===== config.mk =====
export PLATFORM = sky130hd
export DESIGN_NAME = morse_char_decoder_flat
export DESIGN_NICKNAME = d
export VERILOG_FILES = /design/src/rtl/morse_char_decoder_if.sv /design/src/rtl/morse_char_decoder.sv /design/src/flat_wrapper.sv
export SDC_FILE = /design/constraint.sdc
export NUM_CORES = 1
export LEC_CHECK = 0
export CAP_MARGIN = 25
export CORE_UTILIZATION = 59
export DETAILED_ROUTE_END_ITERATION = 7
export HOLD_SLACK_MARGIN = 0.1
export PLACE_DENSITY_LB_ADDON = 0.1
export SETUP_SLACK_MARGIN = 0.4
export SLEW_MARGIN = 25
export SYNTH_ARGS = -nofsm -noshare
export SYNTH_HDL_FRONTEND = slang
export SYNTH_SLANG_ARGS = --single-unit

===== constraint.sdc =====
create_clock -name clk -period 3 [get_ports clk]
set_input_delay 0.3 -clock clk [delete_from_list [all_inputs] [get_ports clk]]
set_output_delay 0.3 -clock clk [all_outputs]
set_load 0.02 [all_outputs]

===== src/rtl/morse_char_decoder_if.sv =====
// Character stream from the Morse decoder to the display/UART side.
// The decoder drives valid/char; the consumer drives ready.
interface morse_char_decoder_if;
   logic       out_valid;
   logic       out_ready;
   logic [7:0] out_char;

   modport master (
      output out_valid,
      output out_char,
      input  out_ready
   );

   modport slave (
      input  out_valid,
      input  out_char,
      output out_ready
   );
endinterface


===== src/rtl/morse_char_decoder.sv =====
// Morse key levels to uppercase ASCII, buffered in a FWFT FIFO.
// Define MORSE_DIGITS_EN for 5-symbol digit codes (0-9).
module morse_char_decoder #(
   parameter int unsigned FIFO_DEPTH = 4,
   parameter logic [7:0]  ERR_CHAR   = 8'h3F
) (
   input  logic clk,
   input  logic rst,
   input  logic dot_inp,
   input  logic dash_inp,
   input  logic char_space_inp,
   input  logic word_space_inp,
   morse_char_decoder_if.master out_if,
   output logic [$clog2(FIFO_DEPTH+1)-1:0] fifo_count,
   output logic overflow
);

`ifdef MORSE_DIGITS_EN
   localparam int unsigned MAXLEN = 5;
`else
   localparam int unsigned MAXLEN = 4;
`endif
   localparam int unsigned CW = $clog2(FIFO_DEPTH+1);
   localparam int unsigned PW = $clog2(FIFO_DEPTH);
   localparam logic [2:0] LEN_MAX = 3'(MAXLEN);

   typedef enum logic [1:0] {
      IDLE,
      COLLECT,
      SPACE
   } state_t;

   logic [3:0]        key_q;
   logic [3:0]        key_prev;
   logic [3:0]        rise;
   logic              ev_dot;
   logic              ev_dash;
   logic              ev_cs;
   logic              ev_ws;
   logic              ev_sym;
   state_t            state;
   state_t            state_nx;
   logic [2:0]        len;
   logic [MAXLEN-1:0] code;
   logic [4:0]        code5;
   logic              err;
   logic              sym_start;
   logic              sym_append;
   logic              push_req;
   logic [7:0]        push_char;
   logic [7:0]        dec_char;
   logic [7:0]        mem [FIFO_DEPTH];
   logic [PW-1:0]     wr_ptr;
   logic [PW-1:0]     rd_ptr;
   logic              last_space;
   logic              full;
   logic              pop;
   logic              push_ok;

   // Register key levels; history loads 1 so held keys need a re-press.
   always_ff @(posedge clk) begin
      if (!rst) begin
         key_q    <= '1;
         key_prev <= '1;
      end else begin
         key_q    <= {word_space_inp, char_space_inp, dash_inp, dot_inp};
         key_prev <= key_q;
      end
   end

   assign rise    = key_q & ~key_prev;
   assign ev_ws   = rise[3];
   assign ev_cs   = rise[2] & ~rise[3];
   assign ev_dash = rise[1] & ~(|rise[3:2]);
   assign ev_dot  = rise[0] & ~(|rise[3:1]);
   assign ev_sym  = ev_dot | ev_dash;

   // Symbol store: first symbol lands in the MSB of the len-bit code.
   always_ff @(posedge clk) begin
      if (!rst) begin
         len  <= '0;
         code <= '0;
         err  <= 1'b0;
      end else if (sym_start) begin
         len  <= 3'd1;
         code <= {{(MAXLEN-1){1'b0}}, ev_dash};
         err  <= 1'b0;
      end else if (sym_append) begin
         if (len == LEN_MAX) begin
            err <= 1'b1;
         end else begin
            len  <= len + 3'd1;
            code <= {code[MAXLEN-2:0], ev_dash};
         end
      end
   end

   // International Morse lookup keyed on {len, right-justified code}.
   always_comb begin
      code5    = 5'(code);
      dec_char = ERR_CHAR;
      case ({len, code5})
         8'b001_00000: dec_char = 8'h45;
         8'b001_00001: dec_char = 8'h54;
         8'b010_00001: dec_char = 8'h41;
         8'b010_00000: dec_char = 8'h49;
         8'b010_00011: dec_char = 8'h4D;
         8'b010_00010: dec_char = 8'h4E;
         8'b011_00100: dec_char = 8'h44;
         8'b011_00110: dec_char = 8'h47;
         8'b011_00101: dec_char = 8'h4B;
         8'b011_00111: dec_char = 8'h4F;
         8'b011_00010: dec_char = 8'h52;
         8'b011_00000: dec_char = 8'h53;
         8'b011_00001: dec_char = 8'h55;
         8'b011_00011: dec_char = 8'h57;
         8'b100_01000: dec_char = 8'h42;
         8'b100_01010: dec_char = 8'h43;
         8'b100_00010: dec_char = 8'h46;
         8'b100_00000: dec_char = 8'h48;
         8'b100_00111: dec_char = 8'h4A;
         8'b100_00100: dec_char = 8'h4C;
         8'b100_00110: dec_char = 8'h50;
         8'b100_01101: dec_char = 8'h51;
         8'b100_00001: dec_char = 8'h56;
         8'b100_01001: dec_char = 8'h58;
         8'b100_01011: dec_char = 8'h59;
         8'b100_01100: dec_char = 8'h5A;
`ifdef MORSE_DIGITS_EN
         8'b101_11111: dec_char = 8'h30;
         8'b101_01111: dec_char = 8'h31;
         8'b101_00111: dec_char = 8'h32;
         8'b101_00011: dec_char = 8'h33;
         8'b101_00001: dec_char = 8'h34;
         8'b101_00000: dec_char = 8'h35;
         8'b101_10000: dec_char = 8'h36;
         8'b101_11000: dec_char = 8'h37;
         8'b101_11100: dec_char = 8'h38;
         8'b101_11110: dec_char = 8'h39;
`endif
         default:      dec_char = ERR_CHAR;
      endcase
      if (err) begin
         dec_char = ERR_CHAR;
      end
   end

   // FSM state register.
   always_ff @(posedge clk) begin
      if (!rst) begin
         state <= IDLE;
      end else begin
         state <= state_nx;
      end
   end

   // FSM next state.
   always_comb begin
      state_nx = state;
      unique case (state)
         IDLE: begin
            if (ev_sym) state_nx = COLLECT;
         end
         COLLECT: begin
            if (ev_ws) state_nx = SPACE;
            else if (ev_cs) state_nx = IDLE;
         end
         SPACE:   state_nx = IDLE;
         default: state_nx = IDLE;
      endcase
   end

   // FSM outputs: symbol-store control and FIFO push requests.
   always_comb begin
      sym_start  = 1'b0;
      sym_append = 1'b0;
      push_req   = 1'b0;
      push_char  = 8'h00;
      unique case (state)
         IDLE: begin
            sym_start = ev_sym;
            if (ev_ws && !last_space) begin
               push_req  = 1'b1;
               push_char = 8'h20;
            end
         end
         COLLECT: begin
            sym_append = ev_sym;
            if (ev_ws || ev_cs) begin
               push_req  = 1'b1;
               push_char = dec_char;
            end
         end
         SPACE: begin
            push_req  = 1'b1;
            push_char = 8'h20;
         end
         default: begin
            push_req = 1'b0;
         end
      endcase
   end

   assign full    = (fifo_count == CW'(FIFO_DEPTH));
   assign pop     = out_if.out_valid & out_if.out_ready;
   assign push_ok = push_req & (~full | pop);

   // FIFO storage; slots clear on reset so the idle head reads 0.
   always_ff @(posedge clk) begin
      if (!rst) begin
         for (int i = 0; i < int'(FIFO_DEPTH); i++) begin
            mem[i] <= 8'h00;
         end
      end else if (push_ok) begin
         mem[wr_ptr] <= push_char;
      end
   end

   // FIFO pointers, occupancy, sticky overflow and last-space memory.
   always_ff @(posedge clk) begin
      if (!rst) begin
         wr_ptr     <= '0;
         rd_ptr     <= '0;
         fifo_count <= '0;
         overflow   <= 1'b0;
         last_space <= 1'b0;
      end else begin
         if (push_ok) begin
            wr_ptr     <= wr_ptr + 1'b1;
            last_space <= (push_char == 8'h20);
         end
         if (pop) begin
            rd_ptr <= rd_ptr + 1'b1;
         end
         if (push_req && full && !pop) begin
            overflow <= 1'b1;
         end
         case ({push_ok, pop})
            2'b10:   fifo_count <= fifo_count + 1'b1;
            2'b01:   fifo_count <= fifo_count - 1'b1;
            default: fifo_count <= fifo_count;
         endcase
      end
   end

   assign out_if.out_valid = (fifo_count != '0);
   assign out_if.out_char  = mem[rd_ptr];

endmodule


===== src/flat_wrapper.sv =====
// flat-port wrapper written by rule: the top's interface ports become plain ports
module morse_char_decoder_flat 
#(
   parameter int unsigned FIFO_DEPTH = 4,
   parameter logic [7:0]  ERR_CHAR   = 8'h3F
)
  (clk, rst, dot_inp, dash_inp, char_space_inp, word_space_inp, fifo_count, overflow, out_if_out_valid, out_if_out_char, out_if_out_ready);
  morse_char_decoder_if out_if_i ();
  input  logic clk;
  input  logic rst;
  input  logic dot_inp;
  input  logic dash_inp;
  input  logic char_space_inp;
  input  logic word_space_inp;
  output logic [$clog2(FIFO_DEPTH+1)-1:0] fifo_count;
  output logic overflow;
  output wire logic [$bits(out_if_i.out_valid)-1:0] out_if_out_valid;
  output wire logic [$bits(out_if_i.out_char)-1:0] out_if_out_char;
  input wire logic [$bits(out_if_i.out_ready)-1:0] out_if_out_ready;
  assign out_if_out_valid = out_if_i.out_valid;
  assign out_if_out_char = out_if_i.out_char;
  assign out_if_i.out_ready = out_if_out_ready;
  morse_char_decoder #(.FIFO_DEPTH(FIFO_DEPTH), .ERR_CHAR(ERR_CHAR)) u_core (.clk(clk), .rst(rst), .dot_inp(dot_inp), .dash_inp(dash_inp), .char_space_inp(char_space_inp), .word_space_inp(word_space_inp), .out_if(out_if_i), .fifo_count(fifo_count), .overflow(overflow));
endmodule

==> metrics.txt, run 1 <==
status finished clean; combinational cell fraction of total power 0.191; number of pins exceeding their max-slew limit in the final report 0; clock tree from TritonCTS built; Net Switching 517 uW; internal power contribution approximately 1.5 mW; Post-synth EDFFs 28; nature of the critical path startpoint register; type of the most critical hold path register to register; Final Wtd Congestion 0.788; number of antenna violations at the first check in global routing 0; Via density between 5 and 6; detailed router's first-iteration violation count 127; Die X-Extent 72.9 microns; Final min period about 2.4 ns; number of nets still failing antenna checks after routing 0; die extent in y about 73 microns; largest voltage drop on the vdd net ~0.42 mV; Max-Slew Margin vs Limit 0.548; Core Rows 25; share of the clock period used by the worst path after layout 0.799; dominant cells by area after synthesis edfxtp_1 (28%), dfxtp_1 (20%), mux4_2 (5.3%), nor2_1 (4.3%), nand2b_1 (3.0%); final hold slack 0.439 ns; Worst Hold Path Cells 1; share of total power in sequential cells 0.457; netlist area before placement 2970 sq um; WP data arrival 2.45 ns; fraction of the yosys area taken by sequential cells 0.479; placeable core area 4790 sq um; number of placed instances, taps included about 350; slack of the worst reg-to-reg path ~0.60 ns; first drt pass iteration count 4; final sum of negative setup slack 0 ns; share of cells above drive strength 1 0.142; filler cell count in the final layout around 380; Total Power 2.00 mW; non-filler instance count after layout ~360; Clock Skews about 0.0067 ns; routed wire length per instance about 14 microns; overall fraction of global-route tracks in use 0.228; cell accounting for the most synthesized area edfxtp_1; largest net degree at the start of global routing 29; number of buffers created by CTS 9; count of synthesis-stage warnings from yosys 0; Port-buffer cells 18; Cell Pwr Density approximately 590 nW/um^2; total via count after detailed routing ~2000; H-Tree Level Count 3; Post-Synthesis Mean Instance Area approximately 11 sq um; type of element capturing the critical path register; top_reg_cell synth dfxtp_1; transition time at the pin with the least slew margin just under 0.7 ns; final number of setup-violating endpoints 0; leakage around 1.2 nW; placed wire-length estimate 3720 microns; switching power share of the total 0.258; # clock sinks between 50 and 60; effective utilization at floorplan 0.620; Max Root-Sink Buffers 2; data required time at the worst endpoint around 3.1 ns; overflow left after global routing 0; residual DRC count 0; synthesized instance count about 270; most used cells in the layout excluding fill and tap cells nor2_1 (34), dfxtp_1 (29), edfxtp_1 (28); Synth Register Bits 57; post-synthesis cell type count 61; post-synthesis async set-or-reset flop share 0; IO Count 20; clock latency reported for the late side of the worst-skew pair approximately 0.33 ns; buffers inserted by post-CTS timing repair 0; nets in the synthesized netlist around 290; area share of the leading cell type in the synthesized netlist 0.284; diode insertion count for antenna repair 0; buffer type at the clock tree root clkbuf_8; first-pass GRT wire length between 8000 and 9000 microns; Layout Nets between 300 and 400; Post-Route WL around 5200 microns; total count of hold-check failures in the final report 0; Area growth, synth to finish 14.1%; worst r2r path cells 7; start-to-end type of the worst setup path register to register; number of global-route vias before repair 1824; worst-path fanout max 6; RSZ-0062 raised after global routing false; count of max-cap constraint violations 0; commonest non-fill, non-tap cell in the layout nor2_1; fraction of power consumed by the clock network 0.352; clock slew seen by the registers of the worst setup and hold paths around 0.060 ns; overall die area around 5300 sq um; maximum achievable frequency between 400 and 500 MHz
-- per-stage QoR --
stage                util  worst slack [ns]  cell area (sq um)
floorplan               -             0.702               2970
detailed placement  0.662             0.362               3170
CTS                 0.705             0.557               3370
finish              0.707             0.603               3380
global placement    0.662             0.451               3170
global route        0.707             0.425               3380
-- flip-flops by register name (all words and copies together) (netlist names), named ones only --
| name | count |
|---|---|
| u_core.key_prev | 4 |
| u_core.rd_ptr | 2 |
| u_core.err | 1 |
| u_core.len | 3 |
| u_core.key_q | 4 |
| u_core.last_space | 1 |
| u_core.overflow | 1 |
| u_core.wr_ptr | 2 |
| u_core.mem | 28 |
| u_core.fifo_count | 3 |
| u_core.state | 2 |
| u_core.code | 4 |
-- critical path: stages (launching register included) --
cell and delay [ns]:
dfxtp_1 0.35, inv_1 0.09, ha_1 0.26, nand2_1 0.25
o211ai_2 0.18, a2111oi_4 0.62, and2_1 0.29, nor3_1 0.08
-- cells by family (layout without fill, tap and decap cells) --
family | after synthesis | count (layout) | share of synthesized area
multiplexers | 16 | 16 | 0.0840
flip-flops | 57 | 57 | 0.479
other | 1 | 1 | 0.00126
AND/OR/NAND/NOR | 115 | 115 | 0.219
AO/OA/AOI/OAI | 41 | 41 | 0.121
buffers and inverters | 29 | 51 | 0.0435
adder cells (fa/ha/maj) | 7 | 7 | 0.0321
XOR/XNOR | 7 | 7 | 0.0207
-- final timing paths --
check                             start                             end
max reg2reg  u_core.len[0]$_SDFFE_PN0P_  u_core.mem[2][6]$_SDFFCE_PN0P_
min          u_core.key_q[2]$_SDFF_PN1_   u_core.key_prev[2]$_SDFF_PN1_
min reg2reg  u_core.key_q[2]$_SDFF_PN1_   u_core.key_prev[2]$_SDFF_PN1_
max          u_core.len[0]$_SDFFE_PN0P_  u_core.mem[2][6]$_SDFFCE_PN0P_
-- cell usage after synthesis (5+ instances only) --
cell type / count
and2_1: 11
inv_1: 11
o21ai_0: 7
edfxtp_1: 28
nor3_1: 5
nor2_1: 34
dfxtp_1: 29
mux4_2: 7
nand2b_1: 14
nor2b_1: 5
ha_1: 6
nand3_1: 7
a21oi_1: 6
xor2_1: 5
nand2_1: 17
mux2i_1: 8
clkbuf_1: 6
-- metal layers --
layer	track usage	share of wire	up-vias
li1	-	-	1015
met5	0	0	-
met1	0.300	0.47	953
met4	0.0937	0.0098	0
met3	0.0663	0.032	5
met2	0.356	0.48	35
-- cell type report --
| cell class | count | area (sq um) | share of cell area |
|---|---|---|---|
| flip-flops and latches | 57 | 1420 | 0.420 |
| multi-input cells | 187 | 1420 | 0.420 |
| repair buffers | 21 | 200 | 0.0592 |
| clock buffers | 15 | 199 | 0.0588 |
| well taps | 67 | 83.8 | 0.0248 |
| inverters | 14 | 52.6 | 0.0155 |
| clock inverters | 1 | 5.00 | 0.00148 |
-- repair_timing --
action,CTS,global route
endpoints found under the setup margin,0,1
endpoints found under the hold margin,0,0
hold buffers,0,0
resized for setup,0,1
-- power by group through the flow --
stage | clock network (mW) | registers, mW | logic [mW]
2_1_floorplan | 0 | 0.915 | 0.270
5_1_grt | 0.751 | 0.927 | 0.415
6_report | 0.704 | 0.915 | 0.383
3_3_place_gp | 0 | 0.930 | 0.377
3_5_place_dp | 0 | 0.932 | 0.382
4_1_cts | 0.724 | 0.916 | 0.384
Power figures use the tool's default switching activity.
==> inputs of run 2 (changes only) <==
CORE_UTILIZATION = 53   (was 59)
clock period = 1.9 ns   (was 3 ns; I/O delays follow)
==> run 2 against run 1 <==
  * Sequential share of layout area is 9.4 points lower
  * Critical endpoint is now u_core.fifo_count[2]$_SDFFE_PN0P_
  * The run now ends with negative setup slack left
  * Critical path depth grew 3
  * Final area grew 31%
  * Worst hold slack got worse by 0.050 ns
  * Power up 95%
  * First-iteration DRC count up 13%
==> metrics.txt, run 2 (same netlist as run 1, synthesis figures left out) <==
number of global-route vias before repair 2537 (+39%); status complete, but fails checks; WP data arrival 2.46 ns (about the same); met1 track utilization from global routing 0.286 (-0.0145); RSZ-0062 raised after global routing true; placed wire-length estimate 4770 microns (+28%); type of element capturing the critical path register; Clock Skews 0.00997 ns (+0.00326 ns); die extent in y 76.8 microns (+5.4%); Final Wtd Congestion 0.922 (+17%); Die X-Extent 76.8 microns (+5.4%); largest voltage drop on the vdd net 1.01 mV (+140%); detailed router's first-iteration violation count 144 (+13%); number of pins exceeding their max-slew limit in the final report 0 (unchanged); Max-Slew Margin vs Limit 0.622 (+0.0741); routing layer with the top usage in global route met2; filler cell count in the final layout 266 (-30%); Core Rows 26 (+4.0%); clock tree from TritonCTS built; area used by multi-input combinational logic 1750 sq um (+23%); met2 global-route usage 0.490 (+0.134); data required time at the worst endpoint 2.18 ns (-0.88 ns); worst-path cell chain clkdlybuf4s50_1 -> nor4b_4 -> a21oi_2 -> inv_2 -> ha_4 -> inv_2 -> fa_2 -> xor2_1 -> or3_1 -> a21boi_1; commonest non-fill, non-tap cell in the layout buf_4; sequential cell area in the final layout 1450 sq um (+1.8%); Layout Nets 377 (+24%); Total Power 3.91 mW (+95%); share of cells above drive strength 1 0.505 (+0.363); placeable core area 5240 sq um (+9.4%); fraction of power consumed by the clock network 0.360 (+0.008); diode insertion count for antenna repair 0 (unchanged); Cell Pwr Density 882 nW/um^2 (+49%); residual DRC count 0 (unchanged); count of max-cap constraint violations 0 (unchanged); kind of cell adding the most delay to the critical path simple AND/OR/NAND/NOR gates; internal power contribution 2.82 mW (+90%); type of the most critical hold path primary input to register; Crit path top cell by count inv_2; final number of setup-violating endpoints 30 (+30); slack of the worst reg-to-reg path -0.25 ns (-0.85 ns); share of the clock period used by the worst path after layout 1.14; number of buffers created by CTS 9 (unchanged); buffering stage count on the worst path with inverters included 3 (+2); highest-delay cell along the critical path clkdlybuf4s50_1; Global Route met3 Usage 0.0726 (+0.00632); first drt pass iteration count 4 (unchanged); worst-path fanout max 2 (-4); number of antenna violations at the first check in global routing 0 (unchanged); total via count after detailed routing 2485 (+24%); nature of the critical path startpoint primary input; transition time at the pin with the least slew margin 0.566 ns (-0.111 ns); effective utilization at floorplan 0.566 (-0.0534); Most flops, register u_core.mem; Post-Route WL 8080 microns (+56%); switching power share of the total 0.279 (+0.0205); start-to-end type of the worst setup path primary input to register; leakage 1.79 nW (+44%); total count of hold-check failures in the final report 0 (unchanged); overall fraction of global-route tracks in use 0.267 (+0.0389); Crit. path cell count 10 (+3); largest net degree at the start of global routing 29 (unchanged); Largest register FFs 28 (unchanged); overflow left after global routing 0 (unchanged); Max Root-Sink Buffers 2 (unchanged); H-Tree Level Count 3 (unchanged); failing checks negative setup slack; first-pass GRT wire length 11900 microns (+34%); clock latency reported for the late side of the worst-skew pair 0.36 ns (+0.03 ns); final hold slack 0.389 ns (-0.0497 ns); overall die area 5900 sq um (+11%); Via density 5.67 (+2.3%); maximum achievable frequency approximately 460 MHz; Post-CTS Hold Fix Bufs 0 (unchanged); worst r2r path cells 9 (+2); share of total power in sequential cells 0.372 (-0.085); routed wire length per instance 18.5 microns (+29%); most used cells in the layout excluding fill and tap cells buf_4 (59), nor2_1 (33), edfxtp_1 (28); CP max stage delay 0.53 ns (-0.09 ns); clock slew seen by the registers of the worst setup and hold paths 0.06 ns (about the same); combinational cell fraction of total power 0.268 (+0.077); Final min period between 2 and 2.5 ns; buffer type at the clock tree root clkbuf_8; IO Count 20 (unchanged); Port-buffer cells 18 (unchanged); # clock sinks 57 (unchanged); number of nets still failing antenna checks after routing 0 (unchanged); share of the core filled with cells in the final layout 0.846 (+0.139); Area growth, synth to finish 49.5%; Worst Hold Path Cells 2 (+1); Net Switching 1.09 mW (+110%); crit path setup slack, layout -0.275 ns (-0.878 ns)
[run 2: cell types whose count changed in the layout (fill, tap and decap cells not counted), moves of 4 or more]
cell,delta
buf_4,+57
buf_6,+20
dfxtp_1,-13
clkdlybuf4s50_1,-12
dfxtp_2,+9
nand2_1,-7
ha_1,-5
buf_12,+4
dfxtp_4,+4
ha_4,+4
inv_1,-4
[run 2: stage by stage]
stage | area (sq um) | worst slack [ns] | instances | setup TNS [ns]
6_report | 4430 | -0.275 | 438 | -4.88
4_1_cts | 4300 | -0.218 | 431 | -3.53
3_5_place_dp | 3790 | -0.412 | 403 | -6.47
2_1_floorplan | 3130 | -0.0625 | 273 | -0.299
3_3_place_gp | 3790 | -0.337 | 403 | -5.07
5_1_grt | 4430 | -0.345 | 438 | -6.96
[run 2: power by group through the flow]
stage / Combinational (mW) / Sequential, mW / Clock, mW
final: 1.05 / 1.45 / 1.41
after detailed placement: 0.860 / 1.45 / 0
after global routing: 1.12 / 1.46 / 1.46
after CTS: 0.965 / 1.44 / 1.41
after global placement: 0.832 / 1.45 / 0
after floorplan: 0.486 / 1.46 / 0
[run 2: metal layers]
| metal | part of all wire | wire length, microns |
|---|---|---|
| met5 | 0 | 0 |
| met4 | 0.055 | 444 |
| met3 | 0.038 | 304 |
| met2 | 0.54 | 4340 |
| met1 | 0.37 | 3000 |
[run 2: repair_timing]
item                       in CTS  in global routing
setup endpoints to repair      77                 81
pin swaps                      23                 11
resized for setup              89                 21
buffers inserted               12                  7
[run 2: area by class of cell]
| type | instances | share of cell area |
|---|---|---|
| tap | 70 | 0.0198 |
| clock inverter | 7 | 0.0265 |
| clock buffer | 9 | 0.0279 |
| timing repair buffer | 94 | 0.192 |
| sequential | 57 | 0.327 |
| multi-input combinational | 187 | 0.394 |
| inverter | 14 | 0.0130 |
[run 2: path summary, 6_finish.rpt]
| kind | start | to |
|---|---|---|
| max reg2reg | u_core.fifo_count[1]$_SDFFE_PN0P_ | u_core.fifo_count[2]$_SDFFE_PN0P_ |
| min reg2reg | u_core.key_q[2]$_SDFF_PN1_ | u_core.key_prev[2]$_SDFF_PN1_ |
| max | out_if_out_ready | u_core.fifo_count[2]$_SDFFE_PN0P_ |
| min | word_space_inp | u_core.key_q[3]$_SDFF_PN1_ |
==> inputs of run 3 (changes only) <==
MAX_ROUTING_LAYER = met4   (was default)
REMOVE_ABC_BUFFERS = 1   (was default)
SETUP_SLACK_MARGIN = default   (was 0.4)
==> run 3 against run 2 <==
  * The flow still finishes with violations (negative setup slack)
  * Clock-buffer cell count rose by 5
  * Register-to-register slack got worse by 0.03 ns
  * Clock skew fell by 0.0025 ns
  * First-iteration DRC count rose by 18%
  * Die area did not move
  * Global-route usage fell by 2.3 points
  * Flip-flop and latch count did not move
  * Sequential share of layout area rose by 1.9 points
  * Non-clock buffer count fell by 5
  * Critical path depth fell by 2
  * Utilization fell by 5.3 points
  * Critical path type is now register to register
  * Highest routed layer unchanged
==> metrics.txt, run 3 (same netlist as run 1, synthesis figures left out) <==
status complete, but fails checks; failing checks negative setup slack; Die X-Extent 76.8 microns (unchanged); Net Switching 904 uW (-17%); maximum achievable frequency 459 MHz (-0.13%); crit path setup slack, layout -0.277 ns (-0.00282 ns); Clock Skews 0.00749 ns (-0.00247 ns); overall die area 5900 sq um (unchanged); Most flops, register u_core.mem; effective utilization at floorplan 0.566 (unchanged); share of the core filled with cells in the final layout 0.794 (-0.0528); total count of hold-check failures in the final report 0 (unchanged); share of cells above drive strength 1 0.413 (-0.0922); Post-Route WL 6770 microns (-16%); worst-path cell chain ha_4 -> ha_4 -> buf_6 -> nand3b_1 -> a21oi_4 -> a2111oi_4 -> and2_4 -> nor3_2; residual DRC count 0 (unchanged); number of global-route vias before repair 2300 (-9.3%); transition time at the pin with the least slew margin 0.655 ns (+0.0882 ns); highest-delay cell along the critical path a2111oi_4; count of max-cap constraint violations 0 (unchanged); Core Rows 26 (unchanged); Max Root-Sink Buffers 2 (unchanged); WP data arrival 2.25 ns (-0.21 ns); filler cell count in the final layout 347 (+30%); clock latency reported for the late side of the worst-skew pair 0.33 ns (-0.03 ns); Via density 5.45 (-3.9%); data required time at the worst endpoint 1.97 ns (-0.21 ns); type of element capturing the critical path register; most used cells in the layout excluding fill and tap cells buf_4 (64), nor2_1 (34), edfxtp_1 (28); Crit path top cell by count ha_4; Final min period 2.18 ns (+0.00282 ns); first drt pass iteration count 4 (unchanged); Largest register FFs 28 (unchanged); clock slew seen by the registers of the worst setup and hold paths 0.06 ns (about the same); worst-path fanout max 6 (+4); total via count after detailed routing 2362 (-4.9%); # clock sinks 57 (unchanged); overflow left after global routing 0 (unchanged); sequential cell area in the final layout 1440 sq um (-0.86%); type of the most critical hold path primary input to register; share of the clock period used by the worst path after layout 1.15 (+0.00149); Port-buffer cells 18 (unchanged); internal power contribution 2.56 mW (-9.3%); detailed router's first-iteration violation count 170 (+18%); diode insertion count for antenna repair 0 (unchanged); start-to-end type of the worst setup path register to register; routed wire length per instance 15.6 microns (-15%); Cell Pwr Density 832 nW/um^2 (-5.6%); placed wire-length estimate 4550 microns (-4.5%); leakage 1.65 nW (-7.9%); number of buffers created by CTS 9 (unchanged); Area growth, synth to finish 40.2%; die extent in y 76.8 microns (unchanged); switching power share of the total 0.261 (-0.0174); nature of the critical path startpoint register; largest net degree at the start of global routing 29 (unchanged); largest voltage drop on the vdd net 0.551 mV (-45%); dpl ws -0.527 ns (-0.114 ns); CP max stage delay 0.52 ns (about the same); first-pass GRT wire length 10800 microns (-9.0%); commonest non-fill, non-tap cell in the layout buf_4; IO Count 20 (unchanged); fraction of power consumed by the clock network 0.337 (-0.023); buffer type at the clock tree root clkbuf_8; number of pins exceeding their max-slew limit in the final report 0 (unchanged); H-Tree Level Count 3 (unchanged); overall fraction of global-route tracks in use 0.244 (-0.0231); non-filler instance count after layout 433 (-1.1%); share of total power in sequential cells 0.411 (+0.039); Layout Nets 372 (-1.3%); clock tree from TritonCTS built; number of antenna violations at the first check in global routing 0 (unchanged); number of placed instances, taps included 407 (+0.99%); placeable core area 5240 sq um (unchanged); Final Wtd Congestion 0.813 (-12%); final number of setup-violating endpoints 29 (-3.3%); RSZ-0062 raised after global routing true; number of nets still failing antenna checks after routing 0 (unchanged); Max-Slew Margin vs Limit 0.564 (-0.0583); area used by multi-input combinational logic 1610 sq um (-7.9%); combinational cell fraction of total power 0.252 (-0.016)
## run 3: power by group through the flow
stage                     combinational (mW)  sequential [mW]  clock (mW)
after floorplan                        0.389             1.47           0
after global placement                 0.784             1.43           0
after detailed placement               0.799             1.43           0
after CTS                              0.830             1.41        1.18
after global routing                   0.942             1.43        1.24
final                                  0.873             1.42        1.16
## run 3: final timing paths
check | depth (start not counted) | slack [ns] | startpoint | to
setup reg to reg | 8 | -0.28 | u_core.len[1]$_SDFFE_PP0P_ | u_core.mem[1][6]$_SDFFCE_PN0P_
hold reg to reg | 1 | 0.43 | u_core.key_q[2]$_SDFF_PN1_ | u_core.key_prev[2]$_SDFF_PN1_
setup / recovery | 8 | -0.28 | u_core.len[1]$_SDFFE_PP0P_ | u_core.mem[1][6]$_SDFFCE_PN0P_
hold / removal | 2 | 0.42 | dash_inp | u_core.key_q[1]$_SDFF_PN1_
## run 3: through the flow
stage	total power, mW	area (sq um)	TNS (ns)	hold slack (ns)
6_report	3.46	4160	-5.35	0.423
2_1_floorplan	1.86	2890	-5.68	0.263
3_5_place_dp	2.23	3650	-10.69	0.427
3_3_place_gp	2.21	3650	-8.47	0.413
4_1_cts	3.42	4020	-4.79	0.416
5_1_grt	3.61	4160	-8.10	0.423
## run 3: critical path: cells and delay by family (launching register included)
kind	cells	cell delay (ns)
compound gates	2	0.60
simple gates	3	0.50
buf+inv	1	0.11
fa+ha+maj	2	0.33
flops	1	0.37
## run 3: metal layers
metal  GRT usage  vias up  wire length [microns]
met5           -        -                      0
met4      0.0865        0                    163
met3      0.0524       13                    200
met2       0.414       50                   3490
met1       0.285     1147                   2910
li1            -     1152                      -
## run 3: what timing repair did
| item | CTS | global route |
|---|---|---|
| resized for setup | 44 | 27 |
| endpoints found under the setup margin | 38 | 45 |
| setup buffers | 6 | 6 |
| hold buffers | 0 | 0 |
| endpoints found under the hold margin | 0 | 0 |
| pin swaps | 22 | 19 |
## run 3: final cells by class
class,count,area share
multi-input cells,187,0.387
flip-flops and latches,57,0.345
clock inverters,2,0.00843
repair buffers,89,0.183
clock buffers,14,0.0415
well taps,70,0.0211
inverters,14,0.0138
